### config.mk
export PLATFORM = sky130hd
export DESIGN_NAME = alu_arbiter
export DESIGN_NICKNAME = d
export VERILOG_FILES = /design/src/rtl/alu_arbiter.sv
export SDC_FILE = /design/constraint.sdc
export NUM_CORES = 1
export LEC_CHECK = 0
export ABC_AREA = 1
export BUFFER_PORTS_ARGS = -buffer_cell sky130_fd_sc_hd__buf_2
export CORE_UTILIZATION = 40
export CTS_BUF_LIST = sky130_fd_sc_hd__clkbuf_8
export CTS_CLUSTER_SIZE = 20
export DETAILED_ROUTE_END_ITERATION = 6
export MAX_ROUTING_LAYER = met4
export PLACE_DENSITY = 0.71
export SETUP_SLACK_MARGIN = 0.1
export SLEW_MARGIN = 20
export SYNTH_ARGS = -nofsm -noshare
export SYNTH_HDL_FRONTEND = slang
export SYNTH_SLANG_ARGS = --single-unit
export TNS_END_PERCENT = 1
### constraint.sdc
create_clock -name clk -period 1.21 [get_ports clk]
set_input_delay 0.0605 -clock clk [delete_from_list [all_inputs] [get_ports clk]]
set_output_delay 0.0605 -clock clk [all_outputs]
set_load 0.03 [all_outputs]
### src/rtl/alu_arbiter.sv
// Two-requester arbiter for a shared combinational ALU: IDLE -> EXEC -> DONE, round-robin grant.
// Define ALU_ARB_FIXED_PRIO_EN to make req0 always win simultaneous requests.
module alu_arbiter #(
    parameter int N     = 8,
    parameter int SEL_W = 4
) (
    input  logic             clk,
    input  logic             rst_n,
    input  logic             req0,
    input  logic             req1,
    input  logic [SEL_W-1:0] op0,
    input  logic [SEL_W-1:0] op1,
    input  logic [N-1:0]     x0,
    input  logic [N-1:0]     x1,
    input  logic [N-1:0]     y0,
    input  logic [N-1:0]     y1,
    output logic             done0,
    output logic             done1,
    output logic [N-1:0]     res,
    output logic [2:0]       flags,
    output logic             busy,
    output logic [N-1:0]     alu_rx,
    output logic [N-1:0]     alu_ry,
    output logic [SEL_W-1:0] alu_sel,
    input  logic [N-1:0]     alu_r0,
    input  logic [2:0]       alu_flags
);

    localparam logic [1:0] S_IDLE = 2'd0;
    localparam logic [1:0] S_EXEC = 2'd1;
    localparam logic [1:0] S_DONE = 2'd2;

    logic [1:0] state;
    logic       gnt;
    logic       win;

`ifdef ALU_ARB_FIXED_PRIO_EN
    assign win = !req0;
`else
    logic prio;
    // prio only breaks ties; a lone requester always wins
    assign win = (req0 && req1) ? prio : req1;
`endif

    always_ff @(posedge clk or negedge rst_n) begin
        if (!rst_n) begin
            state   <= S_IDLE;
            gnt     <= 1'b0;
            alu_sel <= '0;
            alu_rx  <= '0;
            alu_ry  <= '0;
            res     <= '0;
            flags   <= '0;
`ifndef ALU_ARB_FIXED_PRIO_EN
            prio    <= 1'b0;
`endif
        end else begin
            case (state)
                S_IDLE: begin
                    if (req0 || req1) begin
                        gnt     <= win;
                        alu_sel <= win ? op1 : op0;
                        alu_rx  <= win ? x1  : x0;
                        alu_ry  <= win ? y1  : y0;
                        state   <= S_EXEC;
                    end
                end
                S_EXEC: begin
                    res   <= alu_r0;
                    flags <= alu_flags;
                    state <= S_DONE;
                end
                S_DONE: begin
`ifndef ALU_ARB_FIXED_PRIO_EN
                    prio  <= ~gnt;
`endif
                    state <= S_IDLE;
                end
                default: state <= S_IDLE;
            endcase
        end
    end

    assign done0 = (state == S_DONE) && !gnt;
    assign done1 = (state == S_DONE) &&  gnt;
    assign busy  = (state != S_IDLE);

endmodule

# Word-level counts from Yosys, hierarchy flattened
# Index checks and enable logic that the tools add are counted.
# Widths: inputs -> output; s select.
# classes
eq_ne,3
muxes,6
bitwise,1
reduce_logical,8
# op_table
cell,count
$mux 8,2
$mux 4,1
$pmux 2 s2,1
$logic_and 1x1->1,3
$eq 2x1->1 const B,1
$eq 2x2->1 const B,1
$logic_not 2->1,1
$mux 2,1
$ne 2x2->1 const B,1
$reduce_and 2->1,1
$reduce_bool 2->1,1
$logic_not 1->1,1
$logic_or 1x1->1,1
$mux 1,1
$not 1->1,1
# word_totals
regBits,35
in_bits,55
out_inout_bits,34
wordCells,26

# Logic depth before layout (Yosys ltp)
# Gate-level depths: netlist of the first run.
# logic_depth
word_depth,3
ltp_mapped,7
depth_no_buf,6

# Worst setup path after synthesis of the first run
# No wires, ideal clock.
# synth_path
path_type,reg-to-reg
startpoint,register state[0]
endpoint,register alu_ry[4]
setup_ns,0.117
arrival_ns,1.126
required_time_ns,1.093
slack_ns,-0.033
stages_incl_launch_ff,8
n_path_buf,1
period_less_slack_ns,1.243
path_cell_list,dfrtp_1 inv_1 nand2_1 nor2_4 inv_2 buf_6 nand2_1 nand2_1
# synth_via
elab_chain_cells,2
# synth_lines
item,line_no,text
"start, declared",33,logic [1:0] state;
"start signal, assigned",47,state <= S_IDLE;
"start signal, assigned",65,state <= S_EXEC;
"start signal, assigned",71,state <= S_DONE;
$logic_not 2->1,58,case (state)
$reduce_and 2->1 (no line),--,
"end signal, assigned",64,alu_ry <= win ? y1 : y0;
"end, declared",23,"output logic [N-1:0] alu_ry,"
# No other way between the ends.
# A chain may end at the register's enable or synchronous reset.

# Final worst setup path of the first run
# layout_path
startpoint,register state[0]
endpoint,output done0
# layout_via
elab_chain_cells,2
# layout_lines
item,line_no,text
$eq 2x2->1,84,assign done0 = (state == S_DONE) && !gnt;
$logic_and 1x1->1,84,
"end, declared",17,"output logic done0,"
# No other way between the ends.

==> results of run 1 <==
## final timing paths
check | to | slack, ns | cells past startpoint
max | done0 | 0.07 | 4
min | alu_ry[0] | 0.08 | 5
max reg2reg | alu_ry[2] | 0.14 | 6
min reg2reg | res[1] | 0.48 | 2
max in group asynchronous | alu_rx[6] | 0.52 | 3
min in group asynchronous | alu_rx[4] | 0.25 | 2
## sequential cells by signal, indices dropped and copies added (netlist names)
register / count
alu_rx: 8
alu_ry: 8
res: 8
alu_sel: 4
flags: 3
state: 2
gnt: 1
prio: 1
## per-layer routing
metal	global-route usage, %	vias up	share of wire [%]
met3	4.223	6	5.1
met5	-	-	0
met4	6.771	0	0.91
met2	34.65	51	50
met1	23.17	771	44
li1	-	916	-
## synth_stat cells, drive strengths merged
master / count
nand2: 99
inv: 46
nand3: 40
dfrtp: 35
buf: 12
nor2: 4
a21oi: 1
o21ai: 1
## layout make-up
type / instances / area (um2) / share of cell area, %
Clock inverter: 3 / 12.51 / 0.5013
Timing Repair Buffer: 109 / 665.6 / 26.67
Sequential cell: 35 / 875.8 / 35.09
Timing Repair inverter: 1 / 7.507 / 0.3008
Multi-Input combinational cell: 145 / 624.3 / 25.01
Clock buffer: 5 / 68.82 / 2.757
Tap cell: 50 / 62.56 / 2.506
Inverter: 46 / 178.9 / 7.168
## stage by stage
stage          power (mW)  hold WS (ns)  worst slack, ns  area [um2]
4_1_cts             6.219       0.07681          0.06688        2472
3_5_place_dp        5.363       0.02517          0.09660        2253
6_report            6.229       0.07907          0.06922        2496
2_1_floorplan       4.384       -0.2351          0.08646        1735
3_3_place_gp        5.295       0.01507           0.1392        2253
5_1_grt             6.681        0.1006          0.01243        2496
## tightest hold or removal path: stages
cell                      delay (ns)
sky130_fd_sc_hd__buf_2          0.08
sky130_fd_sc_hd__inv_1          0.03
sky130_fd_sc_hd__nand2_1        0.05
sky130_fd_sc_hd__nand3_1        0.06
sky130_fd_sc_hd__nand2_1        0.06
## power groups by stage
| stage | clock (mW) | combinational [mW] | sequential (mW) |
|---|---|---|---|
| 2_1_floorplan | 0 | 1.30 | 3.08 |
| 3_3_place_gp | 0 | 3.22 | 2.07 |
| 3_5_place_dp | 0 | 3.30 | 2.07 |
| 4_1_cts | 0.790 | 3.36 | 2.07 |
| 5_1_grt | 0.832 | 3.70 | 2.15 |
| 6_report | 0.769 | 3.39 | 2.07 |
## cells by family after synthesis
| group | Yosys count |
|---|---|
| buf+inv | 58 |
| flops | 35 |
| compound gates | 2 |
| simple gates | 143 |
## repair_timing
action,CTS,global route
gates resized for setup,7,6
hold endpoints to repair,27,0
endpoints found under the setup margin,3,35
cloned,0,1
hold buffers,12,0
pin swaps,1,0
buffers inserted,0,0
==> results.txt, run 1 <==
----------------------------------------------------
[Run status]
  Result of the run ... finished, final reports clean

[Placed design]
  Total half-perimeter wirelength after legalization and detailed placement ... 3085 um
  Weighted congestion at the end of routability-driven global placement ... 0.7379
  Buffers added on ports ... just under 90
  Total instance count after detailed placement ... 373

[Yosys]
  Simple-gate portion of the synthesized area ... approximately 34%
  XOR/XNOR Fraction of Synth Area ... 0%
  Synthesized flop and latch total ... 35
  Seq/Total Area, Yosys ... 50.61%
  Combinational family with the most area after synthesis ... simple AND/OR/NAND/NOR gates
  Post-synthesis instance area ... approximately 1700 um2
  Number of warnings printed during yosys synthesis ... 0
  Share of synthesized area spent on multiplexers ... 0%
  Arithmetic-cell share of the synthesized area counting full adders, half adders and majority gates ... 0%
  Cell type contributing the most total cell area after synthesis ... sky130_fd_sc_hd__dfrtp_1
  Average cell area after synthesis ... 7.271 um2
  Synthesized Nets ... 293
  Largest cells by area after synthesis ... sky130_fd_sc_hd__dfrtp_1 (51%), sky130_fd_sc_hd__nand2_1 (21%), sky130_fd_sc_hd__nand3_1 (12%)
  Synth cell types ... 12
  Area fraction in compound gates after synthesis ... 0.5785%
  Top-area cell type share of the netlist area ... between 50% and 60%
  Number of cells produced by synthesis ... about 240

[Routing]
  Number of DRC violations after detailed routing ... 0
  Routed vias/inst ... about 4.4
  Via count of the routed design ... approximately 1700
  Drt first pass iters ... 4
  Routed wire per std cell ... 10.56 um
  Final Routed Wirelength ... roughly 4200 um
  Final ANT Viol Nets ... 0
  Starting DRT DRC Count ... 69

[Critical path]
  Required time at the endpoint of the critical path ... between 1 and 1.5 ns
  Cell-by-cell listing of the critical path ... inv_2, nand2_2, nor2_4, buf_6
  Data arrival time at the worst-slack endpoint ... around 1.1 ns
  Origin of the worst setup path ... state[0]
  Maximum cell stage delay along the critical path ... 0.38 ns
  Reg-to-reg critical path startpoint ... state[1]
  Crit Path Max Fanout ... 3
  Category of cells accounting for the largest share of critical-path delay ... flip-flops
  Nature of the critical path startpoint ... flop
  Kind of critical path ... reg -> out
  Crit path max-delay cell type ... sky130_fd_sc_hd__dfrtp_1
  Buffers plus inverters on the worst setup path ... 2
  Crit path capture type ... primary output

[STA]
  Achievable clock frequency ... 876.6 MHz
  Final-report hold violation count ... 0
  Normalized max-slew margin ... 71.72%
  Part of the cycle the worst path needs ... around 94%
  Actual transition at the worst max-transition pin ... 0.4243 ns
  Final worst clock skew ... 0.005338 ns
  Max Transition Viols Final ... 0
  RSZ-0062 raised after global routing ... true
  Final-layout setup total negative slack ... 0 ns
  Final count of negative-setup-slack endpoints ... 0
  Min Clock Period, post-route ... 1.141 ns

[Global routing]
  Total GRT Usage ... 20.15%
  Number of global-route vias before repair ... 1600
  Antenna violations before repair ... 0
  Pin count of the biggest net entering global routing ... 23
  Global-route wire length before repair ... 6727 um
  Overall overflow remaining after global route ... 0

[Layout]
  Fraction of final layout cells sized beyond drive strength 1 ... between 30% and 40%
  Filler-free cell count of the finished design ... between 300 and 400
  Area Growth Syn to Fin ... 44.25%
  Filler Cells Inserted ... 390
  Most common cell after layout, fill and taps aside ... sky130_fd_sc_hd__nand2_1
  Core utilization of the finished layout ... 61.08%
  Antenna cells ... 0
  Leading cell types in the layout, fill and taps excluded ... sky130_fd_sc_hd__nand2_1 (97), sky130_fd_sc_hd__buf_2 (86), sky130_fd_sc_hd__inv_1 (45), sky130_fd_sc_hd__nand3_1 (40), sky130_fd_sc_hd__dfrtp_1 (35)
  Total Nets Final ... 398

[Floorplanning]
  Initial Util ... 42.35%
  Die H ... 67.77 um
  Row cnt ... 23
  Floorplan die width ... between 60 and 70 um
  Core Region ... 4086 um2
  Die Area ... 4593 um2
  Number of I/O pins ... 89

[Pwr]
  Sw Share ... 48.74%
  Combinational power share ... between 50% and 60%
  Proportion of power drawn by the clock network ... about an eighth
  Net switching power of the design ... 3.036 mW
  Cell Pwr Density ... around 2500 nW/um2
  Static Leak ... ~1.5 nW
  Sequential share of power ... 33.3%
  Internal cell power ... 3.193 mW
  Maximum ir drop on the vdd rail ... ~1.1 mV

[Worst hold path]
  HP Start ... y0[0]
  Hold WC Path Type ... in -> reg

[Clock tree]
  Longest Clk Path Bufs ... 2
  H-tree level count ... 2
  Clock latency on the worst-skew pair ... 0.28 ns
  CTS clk-pin slew, worst paths ... 0.07 ns
  Clock tree from TritonCTS ... built
  Clock Sinks ... 35
  Buffer type at the clock tree root ... sky130_fd_sc_hd__clkbuf_8
  TritonCTS Buffers ... 5

[Run]
  Number of max-cap violations ... 0

----------------------------------------------------
Power figures use the tool's default switching activity.
==> run 2: changes to the inputs <==
Settings changed: CELL_PAD_IN_SITES_DETAIL_PLACEMENT set to 1, CELL_PAD_IN_SITES_GLOBAL_PLACEMENT set to 1, CORE_UTILIZATION 40 to 34, CTS_CLUSTER_SIZE 20 to unset, PLACE_DENSITY 0.71 to 0.86.
Clock period 1.21 ns to 1.5 ns, I/O delays scaled along.
==> run 2 against run 1 <==
Compared with the run above: first-iteration DRC count is 39% higher; wire length grew 21%; sequential power is 20% lower; non-clock buffer count fell by 3; total power shrank 20%; sequential share of layout area increased by 0.68 points; count of clock-buffer cells in the layout stayed put; via count up 4.9%; cell area shrank 1.9%; die area up 17%; core utilization is 10 points lower; largest cell class unchanged; highest routed layer unchanged.
==> results.txt, run 2 (same netlist as run 1, synthesis figures left out) <==
----------------------------------------------------
[Global routing]
  Pin count of the biggest net entering global routing ... 36
  Number of global-route vias before repair ... 1805
  Global-route wire length before repair ... 8211 um
  Antenna violations before repair ... 0
  Overall overflow remaining after global route ... 0
  Total GRT Usage ... 20.87%

[Clock tree]
  Clock latency on the worst-skew pair ... 0.29 ns
  Longest Clk Path Bufs ... 2
  H-tree level count ... 2
  Buffer type at the clock tree root ... sky130_fd_sc_hd__clkbuf_8
  CTS clk-pin slew, worst paths ... 0.07 ns
  Clock Sinks ... 35
  Clock tree from TritonCTS ... built
  TritonCTS Buffers ... 5
  Cells resized by post-CTS repair ... 0

[Routing]
  Via count of the routed design ... 1829
  Number of DRC violations after detailed routing ... 0
  Final ANT Viol Nets ... 0
  Drt first pass iters ... 4
  Final Routed Wirelength ... 5046 um
  Routed wire per std cell ... 12.40 um
  Routed vias/inst ... ~4.5
  Starting DRT DRC Count ... 96

[STA]
  Normalized max-slew margin ... 73.91%
  Min Clock Period, post-route ... 1.259 ns
  Actual transition at the worst max-transition pin ... 0.3908 ns
  RSZ-0062 raised after global routing ... false
  Final worst clock skew ... approximately 0.0068 ns
  Final-layout setup total negative slack ... 0 ns
  Part of the cycle the worst path needs ... 83.96%
  Achievable clock frequency ... 794.0 MHz
  Final-report hold violation count ... 0
  Final count of negative-setup-slack endpoints ... 0
  Max Transition Viols Final ... 0

[Critical path]
  Data arrival time at the worst-slack endpoint ... 1.18 ns
  Crit path max-delay cell type ... sky130_fd_sc_hd__dfrtp_1
  Category of cells accounting for the largest share of critical-path delay ... flip-flops
  Cell-by-cell listing of the critical path ... inv_1, nand2_1, nor2_1, buf_2
  Crit path capture type ... primary output
  Required time at the endpoint of the critical path ... roughly 1.4 ns
  Buffers plus inverters on the worst setup path ... 2
  Nature of the critical path startpoint ... flop
  Kind of critical path ... reg -> out
  Maximum cell stage delay along the critical path ... 0.38 ns
  Crit Path Max Fanout ... 3
  Flop2flop setup slack ... a little over 0.3 ns

[Run status]
  Result of the run ... finished, final reports clean

[Floorplanning]
  Die H ... approximately 73 um
  Row cnt ... 25
  Core Region ... 4817 um2
  Floorplan die width ... 73.34 um
  Die Area ... 5379 um2
  Number of I/O pins ... 89
  Initial Util ... 35.92%

[Layout]
  Area occupied by registers ... 875.8 um2
  Biggest registers after layout ... alu_rx x8, alu_ry x8, res x8
  Fraction of final layout cells sized beyond drive strength 1 ... 30.88%
  Filler Cells Inserted ... between 600 and 700
  Core utilization of the finished layout ... 50.83%
  Most common cell after layout, fill and taps aside ... sky130_fd_sc_hd__nand2_1
  Antenna cells ... 0
  Leading cell types in the layout, fill and taps excluded ... sky130_fd_sc_hd__nand2_1 (99), sky130_fd_sc_hd__buf_2 (88), sky130_fd_sc_hd__inv_1 (45), sky130_fd_sc_hd__nand3_1 (40), sky130_fd_sc_hd__dfrtp_1 (35)
  Area of the multi-input gates ... 604.3 um2
  Area Growth Syn to Fin ... 41.50%
  Total Nets Final ... about 390

[Placed design]
  Weighted congestion at the end of routability-driven global placement ... 0.7637
  Buffers added on ports ... 88
  Total half-perimeter wirelength after legalization and detailed placement ... 3676 um

[Worst hold path]
  Hold WC Path Type ... in -> reg

[Run]
  Number of max-cap violations ... 0

[Pwr]
  Maximum ir drop on the vdd rail ... 0.7680 mV
  Static Leak ... 1.538 nW
  Cell Pwr Density ... 2027 nW/um2

----------------------------------------------------
## run 2: worst paths after layout
check	start	end	depth (start not counted)
worst max-delay path	state[0]	done1	4
worst min-delay path	alu_flags[0]	flags[0]	3
worst max register to register	prio	alu_rx[0]	7
worst min register to register	alu_rx[2]	alu_rx[2]	2
max in group asynchronous	rst_n	res[6]	3
min in group asynchronous	rst_n	alu_ry[4]	3
## run 2: layout make-up
| cell class | count | share of cell area, % |
|---|---|---|
| Clock inverter | 3 | 0.6132 |
| Timing Repair Buffer | 106 | 25.65 |
| Clock buffer | 5 | 2.810 |
| Sequential cell | 35 | 35.77 |
| Inverter | 46 | 7.052 |
| Tap cell | 67 | 3.424 |
| Multi-Input combinational cell | 145 | 24.68 |
## run 2: worst reg2reg max path, delay by kind of cell (launching register included)
family	cells	cell delay (ns)
buffers and inverters	2	0.24
flip-flops	1	0.36
AND/OR/NAND/NOR	5	0.48
## run 2: through the flow
| step | area [um2] | hold slack (ns) | std cells | power (mW) | setup slack [ns] |
|---|---|---|---|---|---|
| 6_report | 2449 | 0.01114 | 407 | 4.964 | 0.2406 |
| 5_1_grt | 2449 | 0.02482 | 407 | 5.355 | 0.1268 |
| 4_1_cts | 2439 | 0.002769 | 406 | 5.013 | 0.2154 |
| 3_5_place_dp | 2255 | 0.05227 | 388 | 4.334 | 0.3059 |
| 3_3_place_gp | 2255 | 0.05276 | 388 | 4.255 | 0.3515 |
| 2_1_floorplan | 1730 | -0.2206 | 238 | 3.523 | 0.2568 |
## run 2: power by group
| part | internal [mW] | switching, mW |
|---|---|---|
| Sequential | 1.42 | 0.244 |
| Clock | 0.317 | 0.328 |
| Combinational | 0.781 | 1.88 |
| Total | 2.51 | 2.45 |
## run 2: timing repair
action                                 4_1_cts  5_1_grt
endpoints found under the hold margin       44        1
buffers inserted                             0        0
hold buffers                                10        1
## run 2: layer usage
metal | global-route usage [%] | vias to the layer above | part of all wire [%] | routed length [um]
met5 | - | - | 0 | 0
met4 | 5.128 | 0 | 0.71 | 36
met3 | 4.390 | 4 | 4.8 | 242
met2 | 35.91 | 61 | 50 | 2516
met1 | 25.04 | 860 | 45 | 2250
li1 | - | 904 | - | -
==> run 3: changes to the inputs <==
Settings changed: CORE_UTILIZATION 34 to 28, PLACE_DENSITY 0.86 to 0.76.
Clock period 1.5 ns to 1.1 ns, I/O delays scaled along.
==> run 3 against run 2 <==
Compared with the run above: the flow now finishes with violations (setup timing); first-iteration DRC count decreased by 19%; register-to-register slack lost 0.39 ns; sequential power up 38%; largest cell class unchanged; global-route usage fell by 3.1 points; flip-flop and latch count stayed put; clock skew decreased by 0.0011 ns; critical endpoint is now alu_rx[1]; core utilization is 5.0 points lower; worst hold slack better by 0.060 ns.
==> results.txt, run 3 (same netlist as run 1, synthesis figures left out) <==
----------------------------------------------------
[Floorplanning]
  Row cnt ... 28
  Floorplan die width ... 80.62 um
  Number of I/O pins ... 89
  Initial Util ... ~29%
  Die Area ... 6499 um2
  Die H ... between 80 and 90 um
  Core Region ... 5956 um2

[Worst hold path]
  Hold WC Path Type ... in -> reg

[Pwr]
  Maximum ir drop on the vdd rail ... 1.177 mV
  Static Leak ... 1.627 nW
  Overall power ... ~7.7 mW
  Cell Pwr Density ... 2813 nW/um2

[Clock tree]
  Clock latency on the worst-skew pair ... 0.28 ns
  H-tree level count ... 2
  TritonCTS Buffers ... 5
  Buffer type at the clock tree root ... sky130_fd_sc_hd__clkbuf_8
  Longest Clk Path Bufs ... 2
  Clock Sinks ... 35
  Clock tree from TritonCTS ... built
  CTS clk-pin slew, worst paths ... ~0.07 ns

[STA]
  Hold WS ... 0.07083 ns
  RSZ-0062 raised after global routing ... true
  Min Clock Period, post-route ... 1.176 ns
  Part of the cycle the worst path needs ... 106.9%
  Final count of negative-setup-slack endpoints ... 23
  Max Transition Viols Final ... 0
  Final worst clock skew ... 0.005721 ns
  Crit path setup slack, layout ... -0.07569 ns
  Actual transition at the worst max-transition pin ... 0.2152 ns
  Normalized max-slew margin ... 85.65%
  Final-report hold violation count ... 0
  Achievable clock frequency ... about 850 MHz

[Critical path]
  Kind of critical path ... reg -> reg
  Cell-by-cell listing of the critical path ... inv_2, nand2_4, nor2_4, buf_12, buf_12, nand3_4, nand2_2
  Crit path capture type ... flop
  Crit path max-delay cell type ... sky130_fd_sc_hd__dfrtp_1
  Category of cells accounting for the largest share of critical-path delay ... flip-flops
  Buffers plus inverters on the worst setup path ... 3
  Cell repeated most along the worst path ... sky130_fd_sc_hd__buf_12
  Data arrival time at the worst-slack endpoint ... between 1 and 1.5 ns
  Crit Path Max Fanout ... 6
  Nature of the critical path startpoint ... flop
  Maximum cell stage delay along the critical path ... around 0.41 ns
  Required time at the endpoint of the critical path ... 1.32 ns

[Routing]
  Number of DRC violations after detailed routing ... 0
  Drt first pass iters ... 4
  Final ANT Viol Nets ... 0
  Starting DRT DRC Count ... 78
  Routed vias/inst ... around 4.5
  Routed wire per std cell ... ~13 um
  Final Routed Wirelength ... 5563 um
  Via count of the routed design ... 1896

[Layout]
  Leading cell types in the layout, fill and taps excluded ... sky130_fd_sc_hd__nand2_1 (91), sky130_fd_sc_hd__buf_2 (86), sky130_fd_sc_hd__inv_1 (43), sky130_fd_sc_hd__dfrtp_1 (35), sky130_fd_sc_hd__nand3_1 (32)
  Post-route design area ... 2728 um2
  Core utilization of the finished layout ... 45.80%
  Antenna cells ... 0
  Fraction of final layout cells sized beyond drive strength 1 ... approximately 38%
  Most common cell after layout, fill and taps aside ... sky130_fd_sc_hd__nand2_1
  Total Nets Final ... 405
  Area Growth Syn to Fin ... 57.63%
  Biggest registers after layout ... alu_rx x8, alu_ry x8, res x8

[Global routing]
  Pin count of the biggest net entering global routing ... 36
  Overall overflow remaining after global route ... 0
  Number of global-route vias before repair ... a little under 2000
  Global-route wire length before repair ... 8700 um
  Antenna violations before repair ... 0
  Total GRT Usage ... 17.77%

[Placed design]
  Placed standard-cell area ... 2277 um2
  Weighted congestion at the end of routability-driven global placement ... 0.7476
  Total half-perimeter wirelength after legalization and detailed placement ... approximately 3600 um
  Buffers added on ports ... just under 90

[Run status]
  Failing checks ... setup timing
  Result of the run ... finished, violations left

[Run]
  Number of max-cap violations ... 0

----------------------------------------------------
[run 3: cell count changes in the layout (fill, tap and decap cells not counted), sizes merged]
cell         change
clkinv           -3
clkinvlp         +2
clkbuf           +2
dlygate4sd3      +1
buf              +9
[run 3: path summary, 6_finish.rpt]
kind,startpoint,to,slack (ns),cells after the start
min,op0[3],alu_sel[3],0.07,5
max reg2reg,state[0],alu_rx[1],-0.08,7
max,state[0],alu_rx[1],-0.08,7
max in group asynchronous,rst_n,res[5],0.65,3
min reg2reg,res[3],res[3],0.48,2
min in group asynchronous,rst_n,alu_rx[4],0.27,3
[run 3: power breakdown]
| group | switching [mW] | leakage [nW] | internal [mW] |
|---|---|---|---|
| Combinational | 2.89 | 1.15 | 1.49 |
| Sequential | 0.356 | 0.426 | 1.93 |
| Clock | 0.442 | 0.0557 | 0.562 |
[run 3: worst min-delay path: stages]
cell and delay [ns]:
sky130_fd_sc_hd__buf_2 0.08, sky130_fd_sc_hd__inv_1 0.03, sky130_fd_sc_hd__nand2_1 0.05, sky130_fd_sc_hd__nand3_1 0.06, sky130_fd_sc_hd__nand2_1 0.05
[run 3: final cells by class]
cell class / instances / area, um2
sequential: 35 / 875.8
multi-input combinational: 145 / 709.4
timing repair buffer: 116 / 757.0
inverter: 46 / 183.9
clock inverter: 1 / 3.754
tap: 75 / 93.84
timing repair inverter: 1 / 7.507
clock buffer: 7 / 96.34
fill: 770 / 3228
[run 3: layer usage]
layer / part of all wire (%) / track usage (%) / vias up
met5: 0 / - / -
met4: 0.88 / 5.893 / 0
met3: 4.2 / 2.955 / 2
met2: 55 / 32.54 / 53
met1: 40 / 19.36 / 910
li1: - / - / 931
[run 3: per-stage QoR]
step	TNS (ns)	worst slack, ns	cells
global placement	0	0.02520	398
detailed placement	-0.07869	-0.04049	398
global route	-2.508	-0.1313	426
finish	-1.238	-0.07569	426
floorplan	0	0.04541	238
CTS	-0.9571	-0.05985	420
[run 3: repair_timing]
| item | in CTS | in global routing |
|---|---|---|
| cloned | 0 | 4 |
| endpoints found under the hold margin | 46 | 0 |
| hold buffers | 12 | 0 |
| setup buffers | 2 | 2 |
| resized for setup | 11 | 35 |
| pin swaps | 2 | 8 |
| endpoints found under the setup margin | 36 | 37 |
